**config.mk**
```make
export PLATFORM = sky130hd
export DESIGN_NAME = eth_tx_mac
export DESIGN_NICKNAME = d
export VERILOG_FILES = /design/src/rtl/eth_tx_pkg.sv /design/src/rtl/eth_crc32_bit.sv /design/src/rtl/eth_tx_mac.sv
export SDC_FILE = /design/constraint.sdc
export NUM_CORES = 2
export LEC_CHECK = 0
export CELL_PAD_IN_SITES_DETAIL_PLACEMENT = 2
export CELL_PAD_IN_SITES_GLOBAL_PLACEMENT = 2
export CORE_ASPECT_RATIO = 1.75
export CORE_MARGIN = 10
export CORE_UTILIZATION = 54
export DETAILED_ROUTE_END_ITERATION = 8
export PLACE_DENSITY = 0.91
export SLEW_MARGIN = 20
export SYNTH_ARGS = -nofsm -noshare
export SYNTH_HDL_FRONTEND = slang
export SYNTH_SLANG_ARGS = --single-unit
```
**constraint.sdc**
```tcl
create_clock -name clk -period 5.7 [get_ports clk]
set_clock_uncertainty 0.15 [all_clocks]
set_input_delay 1.14 -clock clk [delete_from_list [all_inputs] [get_ports clk]]
set_output_delay 1.14 -clock clk [all_outputs]
set_load 0.02 [all_outputs]
```
**src/rtl/eth_tx_pkg.sv**
```systemverilog
// Shared definitions for the 10BASE-T transmit MAC.
//   tx_state_e : transmitter FSM states
//   CRC_INIT / CRC_POLY : Ethernet CRC-32 seed and generator (MSB-first form)
//   PRE_BYTE / SFD_BYTE : preamble and start-of-frame-delimiter byte values
//   MIN_FRAME : minimum payload length when padding is enabled
package eth_tx_pkg;

    typedef enum logic [2:0] {
        S_LINK,
        S_PRE,
        S_SFD,
        S_DATA,
        S_FCS,
        S_TPIDL,
        S_IPG
    } tx_state_e;

    localparam logic [31:0] CRC_INIT  = 32'hFFFF_FFFF;
    localparam logic [31:0] CRC_POLY  = 32'h04C1_1DB7;
    localparam logic [7:0]  SFD_BYTE  = 8'hD5;
    localparam logic [7:0]  PRE_BYTE  = 8'h55;
    localparam int          MIN_FRAME = 60;

endpackage

```
**src/rtl/eth_crc32_bit.sv**
```systemverilog
// One-bit serial CRC-32 step, MSB-first LFSR. Purely combinational; the CRC
// register itself lives in the parent.
//   crc_in  : current CRC register value
//   bit_in  : data bit to absorb
//   en      : when low, crc_out = crc_in
//   crc_out : updated CRC
module eth_crc32_bit
    import eth_tx_pkg::*;
(
    input  logic [31:0] crc_in,
    input  logic        bit_in,
    input  logic        en,
    output logic [31:0] crc_out
);

    logic fb;

    always_comb begin
        fb      = crc_in[31] ^ bit_in;
        crc_out = crc_in;
        if (en) begin
            crc_out = {crc_in[30:0], 1'b0} ^ (fb ? CRC_POLY : 32'h0);
        end
    end

endmodule

```
**src/rtl/eth_tx_mac.sv**
```systemverilog
// 10BASE-T Manchester transmitter. Frame bytes are written into an internal
// buffer, then sent on start as preamble, SFD, payload, FCS, TP_IDL and IPG.
// Normal link pulses are emitted while idle.
// Optional feature macro: ETH_TX_PAD_EN -- pads payloads shorter than 60
// bytes with zeros (included in the FCS).
// Ports:
//   clk, rst_n       : clock, asynchronous active-low reset
//   clk_en           : half-bit strobe; all TX logic advances only when high
//   w_addr/w_data/w_en : buffer write port (clk only, dropped while busy)
//   tx_len           : payload length, sampled on an accepted start
//   start            : transmit request, sampled on clk_en ticks in LINK
//   tx_p/tx_n        : differential line outputs (registered)
//   tx_busy          : high in every state except LINK
//   tx_done          : one-clk pulse on IPG->LINK
//   start_err        : one-clk pulse when start is rejected for a bad length
module eth_tx_mac
    import eth_tx_pkg::*;
#(
    parameter int BUF_AW      = 8,
    parameter int PRE_BYTES   = 7,
    parameter int NLP_PERIOD  = 320000,
    parameter int TPIDL_TICKS = 6,
    parameter int IPG_TICKS   = 193
) (
    input  logic              clk,
    input  logic              rst_n,
    input  logic              clk_en,
    input  logic [BUF_AW-1:0] w_addr,
    input  logic [7:0]        w_data,
    input  logic              w_en,
    input  logic [BUF_AW:0]   tx_len,
    input  logic              start,
    output logic              tx_p,
    output logic              tx_n,
    output logic              tx_busy,
    output logic              tx_done,
    output logic              start_err
);

    localparam int DEPTH = 2 ** BUF_AW;
    // Wide enough for the padded minimum frame even with a tiny buffer.
    localparam int LEN_W = (BUF_AW + 1 > 7) ? BUF_AW + 1 : 7;
    localparam int NLP_W = (NLP_PERIOD > 1) ? $clog2(NLP_PERIOD) : 1;
    localparam int CNT_W = $clog2(IPG_TICKS + TPIDL_TICKS + 64);

    tx_state_e         state, state_d;
    logic [NLP_W-1:0]  nlp_cnt, nlp_d;
    logic [CNT_W-1:0]  cnt, cnt_d;
    logic [LEN_W-1:0]  byte_cnt, byte_d, frame_n, frame_d, pay_len, len_d;
    logic [BUF_AW-1:0] rd_ptr, ptr_d;
    logic [7:0]        cur_byte, cur_d, rd_data, sel_byte;
    logic [31:0]       crc, crc_d, crc_next;
    logic              p_d, n_d, done_d, err_d;
    logic              tx_bit, man, crc_en, len_ok, last_byte_tick;

    logic [7:0] mem [DEPTH];

    assign tx_busy = (state != S_LINK);

    // Read port runs every clk, so rd_data always reflects mem[rd_ptr] one
    // clk after rd_ptr moves -- far ahead of the 16-tick byte boundary.
    always_ff @(posedge clk) begin
        if (w_en && !tx_busy) mem[w_addr] <= w_data;
        rd_data <= mem[rd_ptr];
    end

    assign len_ok         = (tx_len != '0) && (tx_len <= (BUF_AW + 1)'(DEPTH));
    assign last_byte_tick = (cnt[3:0] == 4'hF);
    assign sel_byte       = (state == S_PRE) ? PRE_BYTE :
                            (state == S_SFD) ? SFD_BYTE : cur_byte;
    // FCS goes out as ~crc, bit 31 first; ~idx == 31-idx for a 5-bit index.
    assign tx_bit         = (state == S_FCS) ? ~crc[~cnt[5:1]] : sel_byte[cnt[3:1]];
    // Absorb each payload bit once, on its second half-bit tick.
    assign crc_en         = (state == S_DATA) && cnt[0];

    eth_crc32_bit u_crc (
        .crc_in  (crc),
        .bit_in  (tx_bit),
        .en      (crc_en),
        .crc_out (crc_next)
    );

    always_comb begin
        state_d = state;
        nlp_d   = nlp_cnt;
        cnt_d   = cnt;
        byte_d  = byte_cnt;
        frame_d = frame_n;
        len_d   = pay_len;
        ptr_d   = rd_ptr;
        cur_d   = cur_byte;
        crc_d   = crc;
        p_d     = tx_p;
        n_d     = tx_n;
        done_d  = 1'b0;
        err_d   = 1'b0;
        man     = 1'b0;
        if (clk_en) begin
            p_d = 1'b0;
            n_d = 1'b0;
            case (state)
                S_LINK: begin
                    nlp_d = (nlp_cnt == NLP_W'(NLP_PERIOD - 1)) ? '0 : nlp_cnt + 1'b1;
                    if (start && len_ok) begin
                        state_d = S_PRE;
                        nlp_d   = '0;
                        cnt_d   = '0;
                        byte_d  = '0;
                        ptr_d   = '0;
                        len_d   = LEN_W'(tx_len);
`ifdef ETH_TX_PAD_EN
                        frame_d = (LEN_W'(tx_len) < LEN_W'(MIN_FRAME)) ?
                                  LEN_W'(MIN_FRAME) : LEN_W'(tx_len);
`else
                        frame_d = LEN_W'(tx_len);
`endif
                    end else begin
                        p_d   = (nlp_cnt == '0);
                        err_d = start;
                    end
                end
                S_PRE: begin
                    man   = 1'b1;
                    crc_d = CRC_INIT;
                    cnt_d = cnt + 1'b1;
                    if (last_byte_tick) begin
                        cnt_d  = '0;
                        byte_d = byte_cnt + 1'b1;
                        if (byte_cnt == LEN_W'(PRE_BYTES - 1)) begin
                            state_d = S_SFD;
                            byte_d  = '0;
                        end
                    end
                end
                S_SFD: begin
                    man   = 1'b1;
                    cnt_d = cnt + 1'b1;
                    if (last_byte_tick) begin
                        cnt_d   = '0;
                        state_d = S_DATA;
                        cur_d   = rd_data;
                        ptr_d   = rd_ptr + 1'b1;
                    end
                end
                S_DATA: begin
                    man   = 1'b1;
                    crc_d = crc_next;
                    cnt_d = cnt + 1'b1;
                    if (last_byte_tick) begin
                        cnt_d  = '0;
                        byte_d = byte_cnt + 1'b1;
                        if (byte_cnt == frame_n - LEN_W'(1)) begin
                            state_d = S_FCS;
                            byte_d  = '0;
                        end else begin
                            // Past the payload only pad bytes remain.
                            cur_d = ((byte_cnt + LEN_W'(1)) < pay_len) ? rd_data : 8'h00;
                            ptr_d = rd_ptr + 1'b1;
                        end
                    end
                end
                S_FCS: begin
                    man   = 1'b1;
                    cnt_d = cnt + 1'b1;
                    if (cnt == CNT_W'(63)) begin
                        cnt_d   = '0;
                        state_d = S_TPIDL;
                    end
                end
                S_TPIDL: begin
                    p_d   = 1'b1;
                    cnt_d = cnt + 1'b1;
                    if (cnt == CNT_W'(TPIDL_TICKS - 1)) begin
                        cnt_d   = '0;
                        state_d = S_IPG;
                    end
                end
                S_IPG: begin
                    cnt_d = cnt + 1'b1;
                    if (cnt == CNT_W'(IPG_TICKS - 1)) begin
                        cnt_d   = '0;
                        nlp_d   = '0;
                        state_d = S_LINK;
                        done_d  = 1'b1;
                    end
                end
                default: state_d = S_LINK;
            endcase
            // Manchester: first half ~bit, second half bit.
            if (man) begin
                p_d = cnt[0] ? tx_bit : ~tx_bit;
                n_d = ~p_d;
            end
        end
    end

    always_ff @(posedge clk or negedge rst_n) begin
        if (!rst_n) begin
            state     <= S_LINK;
            nlp_cnt   <= '0;
            cnt       <= '0;
            byte_cnt  <= '0;
            frame_n   <= '0;
            pay_len   <= '0;
            rd_ptr    <= '0;
            cur_byte  <= '0;
            crc       <= '0;
            tx_p      <= 1'b0;
            tx_n      <= 1'b0;
            tx_done   <= 1'b0;
            start_err <= 1'b0;
        end else begin
            state     <= state_d;
            nlp_cnt   <= nlp_d;
            cnt       <= cnt_d;
            byte_cnt  <= byte_d;
            frame_n   <= frame_d;
            pay_len   <= len_d;
            rd_ptr    <= ptr_d;
            cur_byte  <= cur_d;
            crc       <= crc_d;
            tx_p      <= p_d;
            tx_n      <= n_d;
            tx_done   <= done_d;
            start_err <= err_d;
        end
    end

endmodule

```
==> results.rst, run 1 <==
.. list-table::
   :header-rows: 1

   * - Metric
     - Value
   * - Outcome
     - stopped before the end
   * - Failed at
     - detailed placement (3_5_place_dp)
   * - First Error
     - [ERROR DPL-0033] detailed placement checks failed during check placement.
   * - Y dimension of the die
     - roughly 550 µm
   * - Initial standard-cell utilization of the core
     - 0.542
   * - Post-synthesis register bit count
     - 2,157
   * - X dimension of the die
     - between 300 and 400 µm
   * - Cell area after synthesis
     - 85,500 µm²
   * - Ys Warns
     - 0
   * - Final weighted congestion of routability-driven global placement
     - between 0.8 and 0.9
   * - Sequential share of the synthesized area
     - 0.750
   * - Syn_area_per_cell
     - approximately 21 µm²
   * - Synth area leader
     - sky130_fd_sc_hd__edfxtp_1
   * - Number of standard-cell rows in the floorplan
     - 193
   * - Number of enable-type register cells in the synthesized netlist
     - 2,048
   * - Syn_nets
     - 4,195
   * - Number of buffers inserted by port buffering
     - 34
   * - Share of async-settable or async-resettable flops after synthesis
     - 0.0468
   * - Fraction of post-synthesis cell area in the top cell type by area
     - 0.719
   * - Distinct cells, synth
     - 74
   * - Detailed placement HPWL
     - 224 mm
   * - Total I/O pin count
     - 35
   * - Ys flop type
     - sky130_fd_sc_hd__edfxtp_1
   * - Dominant cells by area after synthesis
     - sky130_fd_sc_hd__edfxtp_1, sky130_fd_sc_hd__mux4_2, sky130_fd_sc_hd__dfrtp_1
   * - Number of instances in the synthesized netlist
     - 4,146
stage by stage:
step	instance area, µm²	cells	setup slack [ns]	hold slack, ns
after floorplan	85500	4146	2.47	0.271
after global placement	88400	6099	1.31	0.289
cell usage after synthesis (23+ instances only):
cell type,n
sky130_fd_sc_hd__a21oi_1,57
sky130_fd_sc_hd__a221oi_1,23
sky130_fd_sc_hd__a22o_1,28
sky130_fd_sc_hd__a22oi_1,61
sky130_fd_sc_hd__buf_2,65
sky130_fd_sc_hd__buf_4,38
sky130_fd_sc_hd__clkbuf_1,110
sky130_fd_sc_hd__dfrtp_1,101
sky130_fd_sc_hd__edfxtp_1,2048
sky130_fd_sc_hd__inv_1,52
sky130_fd_sc_hd__mux2i_1,54
sky130_fd_sc_hd__mux4_2,591
sky130_fd_sc_hd__nand2_1,108
sky130_fd_sc_hd__nand3_1,45
sky130_fd_sc_hd__nor2_1,333
sky130_fd_sc_hd__nor2b_1,26
sky130_fd_sc_hd__o21ai_0,101
cell families after synthesis:
family | count (synthesis) | share of synthesized area
adder cells (fa/ha/maj) | 19 | 0.00278
AND/OR/NAND/NOR | 615 | 0.0320
buffers and inverters | 296 | 0.0167
XOR/XNOR | 34 | 0.00557
AO/OA/AOI/OAI | 370 | 0.0292
multiplexers | 655 | 0.163
flip-flops | 2157 | 0.750
==> inputs of run 2 (changes only) <==
==> config.mk (replaced) <==
export PLATFORM = sky130hd
export DESIGN_NAME = eth_tx_mac
export DESIGN_NICKNAME = d
export VERILOG_FILES = /design/src/rtl/eth_tx_pkg.sv /design/src/rtl/eth_crc32_bit.sv /design/src/rtl/eth_tx_mac.sv
export SDC_FILE = /design/constraint.sdc
export NUM_CORES = 2
export LEC_CHECK = 0
export CORE_MARGIN = 10
export CORE_UTILIZATION = 40
export DETAILED_ROUTE_END_ITERATION = 8
export PLACE_DENSITY_LB_ADDON = 0.15
export SLEW_MARGIN = 20
export SYNTH_ARGS = -nofsm -noshare
export SYNTH_HDL_FRONTEND = slang
export SYNTH_SLANG_ARGS = --single-unit
==> run 2 against run 1 <==
  * Synthesized cell count did not move
  * Synthesized area unchanged
  * The run now ends clean
==> results.rst, run 2 <==
.. list-table::
   :header-rows: 1

   * - Metric
     - Value
   * - Final critical-path share of the clock period
     - 0.768
   * - Ys Warns
     - 0 (unchanged)
   * - Mux cell area share after synthesis
     - 0.163 (unchanged)
   * - Number of setup violations in the final report
     - 0
   * - Part of the power in the clock network
     - 0.364
   * - Number of flip-flops under the largest register name
     - just over 2,000
   * - Post-placement worst setup slack
     - 1.06 ns
   * - Syn_area_per_cell
     - 20.6 µm² (unchanged)
   * - Number of antenna violations at the first check in global routing
     - 12
   * - Core area
     - approximately 210,000 µm²
   * - Sequential cell area
     - approximately 64,000 µm²
   * - Most common cell after layout, fill and taps aside
     - sky130_fd_sc_hd__edfxtp_1
   * - Post-detailed-route count of antenna-violating nets
     - 0
   * - Reg with most FFs
     - mem
   * - Die Footprint
     - approximately 230,000 µm²
   * - Remaining design rule violation count
     - 0
   * - Number of buffers inserted by port buffering
     - 34 (unchanged)
   * - Setup TNS
     - 0 ns
   * - Nature of the critical path endpoint
     - output pin
   * - Number of resized instances in the post-cts repair step
     - 0
   * - Number of enable-type register cells in the synthesized netlist
     - 2,048 (unchanged)
   * - Area occupied by multi-input gates
     - around 20,000 µm²
   * - Ys flop type
     - sky130_fd_sc_hd__edfxtp_1
   * - Cell internal pwr
     - around 0.03 W
   * - Transition time of the tightest slew-check pin
     - 1.17 ns
   * - Maximum fanout encountered on the critical timing path
     - 4
   * - Sequential share of the synthesized area
     - 0.750 (unchanged)
   * - Post-CTS Setup Repair Bufs
     - 0
   * - Largest family of logic cells by synthesized area
     - multiplexers
   * - Detailed placement HPWL
     - 141 mm (-37%)
   * - Total via count after detailed routing
     - roughly 42,000
   * - CP arrival
     - between 3 and 4 ns
   * - Largest net degree at the start of global routing
     - roughly 130
   * - Register clock-pin slew on the reported worst setup and hold paths
     - around 0.060 ns
   * - Required @ worst endpoint
     - roughly 4.4 ns
   * - Post-synthesis register bit count
     - 2,157 (unchanged)
   * - Share of layout cells above drive strength 1
     - 0.254
   * - Buffers from clock root to sink, at most
     - 3
   * - Leakage Power
     - between 20 and 30 nW
   * - Final Hold Violating Endpoints
     - 0
   * - Total I/O pin count
     - 35 (unchanged)
   * - Post-layout minimum cycle time
     - between 4 and 5 ns
   * - Global route total overflow
     - 0
   * - Y dimension of the die
     - 482 µm (-12%)
   * - Total of max-cap violations
     - 0
   * - Total number of H-tree levels
     - 4
   * - Share of total power in combinational logic
     - 0.192
   * - Share of the synthesized area in compound gates (AO/OA/AOI/OAI)
     - 0.0292 (unchanged)
   * - Power spent charging and discharging nets
     - 0.0108 W
   * - Post-layout instance count excluding filler cells
     - approximately 7,300
   * - Root Driver
     - sky130_fd_sc_hd__clkbuf_16
   * - Area added between synthesis and finish
     - 13.7%
   * - Outcome
     - finished, final reports clean
   * - Number of pins exceeding their max-slew limit in the final report
     - 0
   * - Distinct cells, synth
     - 74 (unchanged)
   * - Initial standard-cell utilization of the core
     - 0.403 (-0.140)
   * - Net count reported at finish
     - 4,368
   * - Post-detailed-routing wire length
     - 229 mm
   * - Cell area after synthesis
     - 85,500 µm² (unchanged)
   * - Most frequent cells after synthesis
     - sky130_fd_sc_hd__edfxtp_1, sky130_fd_sc_hd__mux4_2, sky130_fd_sc_hd__nor2_1
   * - Final weighted congestion of routability-driven global placement
     - 0.776 (-12%)
   * - Share of async-settable or async-resettable flops after synthesis
     - 0.0468 (unchanged)
   * - Number of standard-cell rows in the floorplan
     - 169 (-12%)
   * - Post-Synth Simple-Gate Area
     - 0.0320 (unchanged)
   * - Power share of the sequential group
     - 0.444
   * - Number of global-route vias before repair
     - between 40,000 and 50,000
   * - CTS Buf Count
     - 224
   * - Number of instances in the synthesized netlist
     - 4,146 (unchanged)
   * - Initial detailed-routing violation count
     - 4,688
   * - Hold-fix buffers at CTS
     - 0
   * - Final critical-path setup slack
     - roughly 1.3 ns
   * - Aggregate global-route resource usage
     - 0.196
   * - Dominant cells by area after synthesis
     - sky130_fd_sc_hd__edfxtp_1, sky130_fd_sc_hd__mux4_2, sky130_fd_sc_hd__dfrtp_1
   * - Peak clock frequency supported by timing
     - 0.228 GHz
   * - Synth area leader
     - sky130_fd_sc_hd__edfxtp_1
   * - Most frequent cells in the layout
     - sky130_fd_sc_hd__edfxtp_1, sky130_fd_sc_hd__mux4_2, sky130_fd_sc_hd__nor2_1
   * - Synthesized-area fraction occupied by adder cells
     - 0.00278 (unchanged)
   * - Final core area utilization
     - 0.458
   * - Tightest slew margin relative to the limit
     - 0.219
   * - Clock tree from TritonCTS
     - built
   * - Detailed Routing Iterations Pass 1
     - 6
   * - X dimension of the die
     - 482 µm (+50%)
   * - Dominant cell by count in the synthesized netlist
     - sky130_fd_sc_hd__edfxtp_1
   * - Synthesized-area fraction occupied by xor and xnor cells
     - 0.00557 (unchanged)
   * - Launching element type of the critical path
     - flop
   * - Wire length of the first global-routing pass
     - 329 mm
   * - Clock Sinks
     - 2,157
   * - Dpl cells
     - 6,914
   * - Max VDD drop
     - 0.000262 V
   * - Fraction of post-synthesis cell area in the top cell type by area
     - 0.719 (unchanged)
   * - Min-delay worst type
     - input pin to asynchronous set/reset pin
   * - Pwr per Cell Area
     - between 400 and 500 nW/µm²
   * - Via count normalized by instance count
     - between 5 and 6
   * - WL/cell
     - ~31 µm
   * - Switching share of total power
     - 0.266
   * - Clock latency on the worst-skew pair
     - slightly below 0.9 ns
   * - Registers with the most flip-flops
     - mem x2048, crc x32, nlp_cnt x19
   * - Setup repair after global routing missed its margin
     - false
   * - Syn_nets
     - 4,195 (unchanged)
   * - Filler Cell Count
     - 17,895
   * - Worst setup path class
     - flop to output pin
-- run 2: cell counts after synthesis --
Identical to the previous run, type by type.
-- run 2: metrics by stage --
step,hold slack (ns),cell area [µm²],power [W]
2_1_floorplan,0.271,85500,0.0234
3_3_place_gp,0.320,89900,0.0262
3_5_place_dp,0.322,89900,0.0262
4_1_cts,0.194,97300,0.0409
5_1_grt,0.261,97300,0.0419
6_report,0.230,97300,0.0404
-- run 2: power by group through the flow --
stage | clock (W) | combinational [W] | sequential, W
after CTS | 0.0150 | 0.00790 | 0.0179
after detailed placement | 0 | 0.00788 | 0.0183
after global routing | 0.0156 | 0.00828 | 0.0180
after floorplan | 0 | 0.00537 | 0.0181
final | 0.0147 | 0.00775 | 0.0179
after global placement | 0 | 0.00788 | 0.0183
-- run 2: cell families after synthesis --
group,Yosys count
and+or+nand+nor,615
AOI/OAI and AO/OA,370
DFF,2157
muxes,655
xor gates and xnor gates,34
adders and majority gates,19
buffers and inverters,296
-- run 2: metal layers --
metal,track usage,up-vias,share of wire
li1,-,17544,-
met1,0.283,22703,0.44
met2,0.315,1383,0.48
met3,0.0297,292,0.058
met4,0.0458,0,0.022
met5,0,-,0
-- run 2: worst paths after layout --
| kind | startpoint | end | slack (ns) | cells after the start |
|---|---|---|---|---|
| max | state[1] | tx_busy | 1.32 | 3 |
| min | rst_n | nlp_cnt[0] | 0.23 | 1 |
| max reg2reg | state[1] | mem[140][4] | 1.35 | 6 |
| max in group asynchronous | rst_n | byte_cnt[0] | 4.10 | 2 |
| min in group clk | rd_data[6] | cur_byte[6] | 0.34 | 2 |
| min reg2reg | rd_data[6] | cur_byte[6] | 0.34 | 2 |
-- run 2: final cells by class --
| type | instances | area share |
|---|---|---|
| clock buffer | 273 | 0.0597 |
| clock inverter | 150 | 0.0162 |
| tap | 2821 | 0.0363 |
| multi-input combinational | 1693 | 0.206 |
| sequential | 2157 | 0.660 |
| timing repair buffer | 190 | 0.0198 |
| antenna | 2 | 0.0000515 |
| inverter | 53 | 0.00205 |
-- run 2: critical path, stage by stage, from the launching register on --
cell	delay, ns
sky130_fd_sc_hd__dfrtp_1	0.39
sky130_fd_sc_hd__nor3_2	0.91
sky130_fd_sc_hd__inv_1	0.30
sky130_fd_sc_hd__clkdlybuf4s50_1	0.64
Power figures use the tool's default switching activity.
